File: src/rtl/watch_defs.vh
// Purpose: state encodings shared by the stopwatch control modules.
// Latency: n/a (definitions only).
// Backpressure: n/a.
`ifndef WATCH_DEFS_VH
`define WATCH_DEFS_VH

`define WATCH_STATE_W 2
`define WATCH_IDLE    2'b00
`define WATCH_RUN     2'b01
`define WATCH_PAUSE   2'b10

`endif

File: src/rtl/watch_button_ctrl_pkg.sv
// Purpose: typed view of the shared stopwatch state encodings.
// Latency: n/a (types only).
// Backpressure: n/a.
`include "watch_defs.vh"

package watch_button_ctrl_pkg;

  localparam int STATE_W = `WATCH_STATE_W;

  typedef enum logic [STATE_W-1:0] {
    ST_IDLE  = `WATCH_IDLE,
    ST_RUN   = `WATCH_RUN,
    ST_PAUSE = `WATCH_PAUSE
  } state_e;

endpackage

File: src/rtl/watch_button_ctrl_if.sv
// Purpose: bundles the raw buttons and the counter-facing level controls.
// Latency: n/a (wiring only).
// Backpressure: none; buttons and controls are plain levels.
// Ports: master drives btn_startstop/btn_clear and observes the controls;
//        slave (the controller) drives start_resume/stop/watch_reset/state.
interface watch_button_ctrl_if;
  import watch_button_ctrl_pkg::*;

  logic               btn_startstop;
  logic               btn_clear;
  logic               start_resume;
  logic               stop;
  logic               watch_reset;
  logic [STATE_W-1:0] state;

  modport master (
    output btn_startstop, btn_clear,
    input  start_resume, stop, watch_reset, state
  );

  modport slave (
    input  btn_startstop, btn_clear,
    output start_resume, stop, watch_reset, state
  );
endinterface

File: src/rtl/watch_button_ctrl_button_debounce.sv
// Purpose: synchronise, debounce and edge-detect one raw push-button.
// Latency: press pulses DEBOUNCE_CYCLES+1 edges after the first high sample.
// Backpressure: none; press is a single-cycle pulse that must be consumed.
// Ports: clk, reset (sync, active-high), btn_raw (async),
//        level (debounced level), press (1-cycle rising-edge pulse).
`include "watch_defs.vh"

module button_debounce #(
  parameter int DEBOUNCE_CYCLES = 4,
  parameter int DB_CNT_W        = 8
) (
  input  logic clk,
  input  logic reset,
  input  logic btn_raw,
  output logic level,
  output logic press
);

  localparam logic [DB_CNT_W-1:0] CNT_LAST = DB_CNT_W'(DEBOUNCE_CYCLES - 1);
  localparam logic [DB_CNT_W-1:0] CNT_MAX  = '1;

  logic                s1_q, s1_d;
  logic                s2_q, s2_d;
  logic                db_q, db_d;
  logic                db_dly_q, db_dly_d;
  logic [DB_CNT_W-1:0] cnt_q, cnt_d;

  always_comb begin
    s1_d     = btn_raw;
    s2_d     = s1_q;
    db_d     = db_q;
    db_dly_d = db_q;
    cnt_d    = cnt_q;
    if (s2_q == db_q) begin
      // Any agreement with the accepted level restarts the qualification window.
      cnt_d = '0;
    end else if (cnt_q == CNT_LAST) begin
      db_d  = s2_q;
      cnt_d = '0;
    end else if (cnt_q != CNT_MAX) begin
      cnt_d = cnt_q + 1'b1;
    end
  end

  always_ff @(posedge clk) begin
    if (reset) begin
      s1_q     <= 1'b0;
      s2_q     <= 1'b0;
      db_q     <= 1'b0;
      db_dly_q <= 1'b0;
      cnt_q    <= '0;
    end else begin
      s1_q     <= s1_d;
      s2_q     <= s2_d;
      db_q     <= db_d;
      db_dly_q <= db_dly_d;
      cnt_q    <= cnt_d;
    end
  end

  assign level = db_q;
  assign press = db_q & ~db_dly_q;

endmodule

File: src/rtl/watch_button_ctrl.sv
// Purpose: turn start/stop and clear buttons into run/pause/idle counter controls.
// Latency: control change DEBOUNCE_CYCLES+2 edges after the first high button sample.
// Backpressure: none; outputs are registered-state levels, presses are never queued.
// Ports: clk, reset (sync, active-high), bus (slave modport of watch_button_ctrl_if).
`include "watch_defs.vh"

module watch_button_ctrl
  import watch_button_ctrl_pkg::*;
#(
  parameter int DEBOUNCE_CYCLES = 4,
  parameter int DB_CNT_W        = 8
) (
  input  logic                 clk,
  input  logic                 reset,
  watch_button_ctrl_if.slave   bus
);

  logic   ss_press, clr_press;
  // Debounced levels are not needed by the FSM; kept for a future display hookup.
  logic   unused_ss_level, unused_clr_level;
  state_e state_q, state_d;

  button_debounce #(
    .DEBOUNCE_CYCLES (DEBOUNCE_CYCLES),
    .DB_CNT_W        (DB_CNT_W)
  ) u_db_startstop (
    .clk     (clk),
    .reset   (reset),
    .btn_raw (bus.btn_startstop),
    .level   (unused_ss_level),
    .press   (ss_press)
  );

  button_debounce #(
    .DEBOUNCE_CYCLES (DEBOUNCE_CYCLES),
    .DB_CNT_W        (DB_CNT_W)
  ) u_db_clear (
    .clk     (clk),
    .reset   (reset),
    .btn_raw (bus.btn_clear),
    .level   (unused_clr_level),
    .press   (clr_press)
  );

  always_comb begin
    state_d = state_q;
    case (state_q)
      ST_IDLE:  if (ss_press) state_d = ST_RUN;
      ST_RUN:   if (ss_press) state_d = ST_PAUSE;
      ST_PAUSE: if (ss_press) state_d = ST_RUN;
      default:  state_d = ST_IDLE;  // illegal encoding recovers unconditionally
    endcase
    // Clear wins over a simultaneous start/stop press.
    if (clr_press) state_d = ST_IDLE;
  end

  always_ff @(posedge clk) begin
    if (reset) state_q <= ST_IDLE;
    else       state_q <= state_d;
  end

  always_comb begin
    bus.start_resume = 1'b0;
    bus.stop         = 1'b0;
    bus.watch_reset  = 1'b0;
    bus.state        = state_q;
    case (state_q)
      ST_RUN:   bus.start_resume = 1'b1;
      ST_PAUSE: bus.stop         = 1'b1;
      default:  bus.watch_reset  = 1'b1;
    endcase
  end

endmodule

File: src/flat_wrapper.sv
// flat-port wrapper written by rule: the top's interface ports become plain ports
module watch_button_ctrl_flat import watch_button_ctrl_pkg::*;
#(
  parameter int DEBOUNCE_CYCLES = 4,
  parameter int DB_CNT_W        = 8
)
  (clk, reset, bus_btn_startstop, bus_btn_clear, bus_start_resume, bus_stop, bus_watch_reset, bus_state);
  watch_button_ctrl_if bus_i ();
  input  logic clk;
  input  logic reset;
  input wire logic [$bits(bus_i.btn_startstop)-1:0] bus_btn_startstop;
  input wire logic [$bits(bus_i.btn_clear)-1:0] bus_btn_clear;
  output wire logic [$bits(bus_i.start_resume)-1:0] bus_start_resume;
  output wire logic [$bits(bus_i.stop)-1:0] bus_stop;
  output wire logic [$bits(bus_i.watch_reset)-1:0] bus_watch_reset;
  output wire logic [$bits(bus_i.state)-1:0] bus_state;
  assign bus_i.btn_startstop = bus_btn_startstop;
  assign bus_i.btn_clear = bus_btn_clear;
  assign bus_start_resume = bus_i.start_resume;
  assign bus_stop = bus_i.stop;
  assign bus_watch_reset = bus_i.watch_reset;
  assign bus_state = bus_i.state;
  watch_button_ctrl #(.DEBOUNCE_CYCLES(DEBOUNCE_CYCLES), .DB_CNT_W(DB_CNT_W)) u_core (.clk(clk), .reset(reset), .bus(bus_i));
endmodule
File: config.mk
export PLATFORM = sky130hd
export DESIGN_NAME = watch_button_ctrl_flat
export DESIGN_NICKNAME = d
export VERILOG_FILES = /design/src/rtl/watch_button_ctrl_pkg.sv /design/src/rtl/watch_button_ctrl_if.sv /design/src/rtl/watch_button_ctrl_button_debounce.sv /design/src/rtl/watch_button_ctrl.sv /design/src/flat_wrapper.sv
export VERILOG_INCLUDE_DIRS = /design/src /design/src/rtl
export SDC_FILE = /design/constraint.sdc
export NUM_CORES = 1
export LEC_CHECK = 0
export CAP_MARGIN = 20
export CORE_MARGIN = 1
export CORE_UTILIZATION = 31
export DETAILED_ROUTE_END_ITERATION = 8
export PLACE_DENSITY = 0.51
export SETUP_SLACK_MARGIN = 0.1
export SYNTH_ARGS = -nofsm -noshare
export SYNTH_HDL_FRONTEND = slang
export SYNTH_SLANG_ARGS = --single-unit
File: constraint.sdc
create_clock -name clk -period 2.2 [get_ports clk]
set_input_delay 0.22 -clock clk [delete_from_list [all_inputs] [get_ports clk]]
set_output_delay 0.22 -clock clk [all_outputs]
set_load 0.005 [all_outputs]
==> summary.md <==
| Metric | Value |
|---|---|
| Dpl cell area | `1370 sq um` |
| Max_slew headroom | `72.8%` |
| Placed cells | `193` |
| Seq/Total Area, Yosys | `41.9%` |
| Compound-Gate Fraction of Synth Area | `18.0%` |
| Library cells used by synthesis | `29` |
| CTS root buf | `clkbuf_8` |
| Post-synth ARST share | `0%` |
| DP HPWL | `1.70 mm` |
| CTS resizes | `0` |
| Clk_lat worst skew | `280 ps` |
| Die height | `65.3 um` |
| Worst-path clk slew | `100 ps` |
| DRC Markers | `0` |
| Post-Syn Nets | `151` |
| Clk_skew | `14.7 ps` |
| PortBufs | `8` |
| Max Cap Viol | `0` |
| Final worst path period need | `1830 ps` |
| Synth Register Bits | `26` |
| Synth Warn # | `0` |
| Final antenna-violating net count | `0` |
| Post-route insts no fill | `197` |
| Cell Area, Synth | `1240 sq um` |
| Fin crit share | `83.3%` |
| Syn avg cell area | `8.80 sq um` |
| Post-DR vias/cell | `5.29` |
| Starting DRT DRC Count | `75` |
| Worst Hold Class | `reg -> reg` |
| RePlAce Congestion | `0.794` |
| Drt total wl | `2.41 mm` |
| Total negative slack | `0 ps` |
| Area growth syn-to-layout | `16.1%` |
| Total number of H-tree levels | `1` |
| CP max FO | `8` |
| Post-synthesis adder-cell area fraction | `6.05%` |
| Layout cell share with drive strength beyond 1 | `6.04%` |
| R2R setup slack | `370 ps` |
| Number of synthesized flops with an enable pin | `0` |
| XOR/XNOR Fraction of Synth Area | `1.41%` |
| Die Wd | `65.3 um` |
| RSZ-0062 raised after global routing | `no` |
| Leakage power | `0.505 nW` |
| Hold slack | `435 ps` |
| Nets@finish | `160` |
| FF/Latch Area | `520 sq um` |
| PwrDens | `624 nW/um^2` |
| CTS Hold Bufs | `0` |
| CP required | `2350 ps` |
| Fill cells | `394` |
| Fin area | `1440 sq um` |
| Status | `finished, final reports clean` |
| Achievable Freq | `0.546 GHz` |
| Postcts setup bufs | `0` |
| Main combinational cell family by area after synthesis | `simple AND/OR/NAND/NOR gates` |
| Final setup violation count | `0` |
| Commonest non-fill, non-tap cell in the layout | `dfxtp_1` |
| Vias in the first global route | `894` |
| Mapped Cells | `141` |
| CTS Sinks | `26` |
| Placement row count | `22` |
| Routed vias | `1,042` |
| Worst vdd ir | `0.271 mV` |
| Crit path kind | `reg -> reg` |
| GRT overflow | `0` |
| Critical Path Source Type | `flop` |
| Top_reg_cell synth | `dfxtp_1` |
| Multi-input combinational cell area | `672 sq um` |
| Final hold violation count | `0` |
| Largest net degree at the start of global routing | `16` |
| Most frequent cells in the layout | `dfxtp_1 (26), nor3_1 (14), a21oi_1 (10)` |
| CP arrival | `1980 ps` |
| Initial core utilization | `33.2%` |
| Slew Limit Fails | `0` |
| CTS Buf Count | `3` |
| Antenna violations before repair | `0` |
| Clock Path Buffers | `2` |
| CTS tree | `built` |
| WL per Instance | `12.2 um` |
| Power Total | `0.899 mW` |
| Synth Area in Simple Gates | `27.8%` |
| First-pass GRT wire length | `4.20 mm` |
| CP Capture Type | `flop` |
| GRT Util Overall | `12.9%` |
| Antenna cell count | `0` |
| Core area | `3740 sq um` |
| # IOs | `9` |
| Die area | `4260 sq um` |
| Post-synthesis mux area share | `0.806%` |
| Slew @ Worst Pin | `407 ps` |
| Drt pass-1 iters | `4` |
==> area by class of cell <==
class | instances | share of cell area, %
clock buffers | 3 | 2.86
clock inverters | 1 | 2.08
inverters | 8 | 2.08
multi-input cells | 102 | 46.6
flip-flops and latches | 26 | 36.1
well taps | 48 | 4.17
repair buffers | 9 | 6.08
==> flip-flops by register name (all words and copies together), names as in the netlist <==
| register | cells |
|---|---|
| u_core.bus.state | 2 |
| u_core.u_db_clear.level | 1 |
| u_core.u_db_clear.cnt_q | 8 |
| u_core.u_db_startstop.s1_q | 1 |
| u_core.u_db_startstop.db_dly_q | 1 |
| u_core.u_db_clear.s1_q | 1 |
| u_core.u_db_startstop.level | 1 |
| u_core.u_db_startstop.cnt_q | 8 |
| u_core.u_db_startstop.s2_q | 1 |
| u_core.u_db_clear.s2_q | 1 |
| u_core.u_db_clear.db_dly_q | 1 |
==> kinds of logic (layout without fill, tap and decap cells) <==
| family | Yosys count | after routing |
|---|---|---|
| muxes | 1 | 1 |
| xor gates and xnor gates | 2 | 2 |
| adders and majority gates | 6 | 6 |
| DFF | 26 | 26 |
| and+or+nand+nor | 59 | 59 |
| buffers and inverters | 13 | 21 |
| AOI/OAI and AO/OA | 34 | 34 |
==> synthesized netlist by cell type (all sizes together), types with 2 or more instances <==
cell type / number / area (sq um)
dfxtp: 26 / 521
nand2: 3 / 11.3
xor2: 2 / 17.5
ha: 6 / 75.1
inv: 8 / 30.0
nand4: 3 / 18.8
a31oi: 8 / 50.1
nor2b: 7 / 43.8
and4: 5 / 43.8
nand3: 7 / 35.0
nor2: 7 / 26.3
clkbuf: 5 / 18.8
or3: 4 / 25.0
o21a: 2 / 15.0
a21oi: 10 / 50.1
o21ai: 4 / 20.0
o211ai: 3 / 32.5
nor3: 14 / 70.1
a21boi: 2 / 15.0
or4b: 2 / 23.8
and3: 4 / 25.0
a211oi: 4 / 30.0
==> report_power, final <==
group | leakage, nW | switching (mW) | internal [mW]
sequential | 0.210 | 0.00259 | 0.475
clock | 0.0357 | 0.156 | 0.244
combinational | 0.259 | 0.0107 | 0.0113
total | 0.505 | 0.169 | 0.730
==> metal layers <==
layer	vias up	routed length, um	share of wire (%)	GRT usage (%)
li1	540	-	-	-
met1	472	1210	50	16.5
met2	26	1030	43	19.7
met3	4	142	5.9	4.17
met4	0	29	1.2	5.71
met5	-	0	0	0
==> final timing paths <==
check	startpoint	cells after the start	endpoint
max reg2reg	u_core.u_db_clear.cnt_q[0]	4	u_core.u_db_clear.cnt_q[0]
max	u_core.u_db_clear.cnt_q[0]	4	u_core.u_db_clear.cnt_q[0]
min reg2reg	u_core.u_db_clear.s1_q	1	u_core.u_db_clear.s2_q
min	u_core.u_db_clear.s1_q	1	u_core.u_db_clear.s2_q
==> critical path, cell delays in order, from the launching register on <==
cell and delay [ps]:
dfxtp_1 400, ha_1 280, or4b_1 520, o211ai_2 400, nor3_1 110
==> stage by stage <==
step / util (%) / setup slack [ps]
after CTS: 38.5 / 362
final: 38.5 / 367
after global placement: 36.6 / 391
after global routing: 38.5 / 225
after floorplan: - / 572
after detailed placement: 36.6 / 360
(Power assumes the default switching activity.)
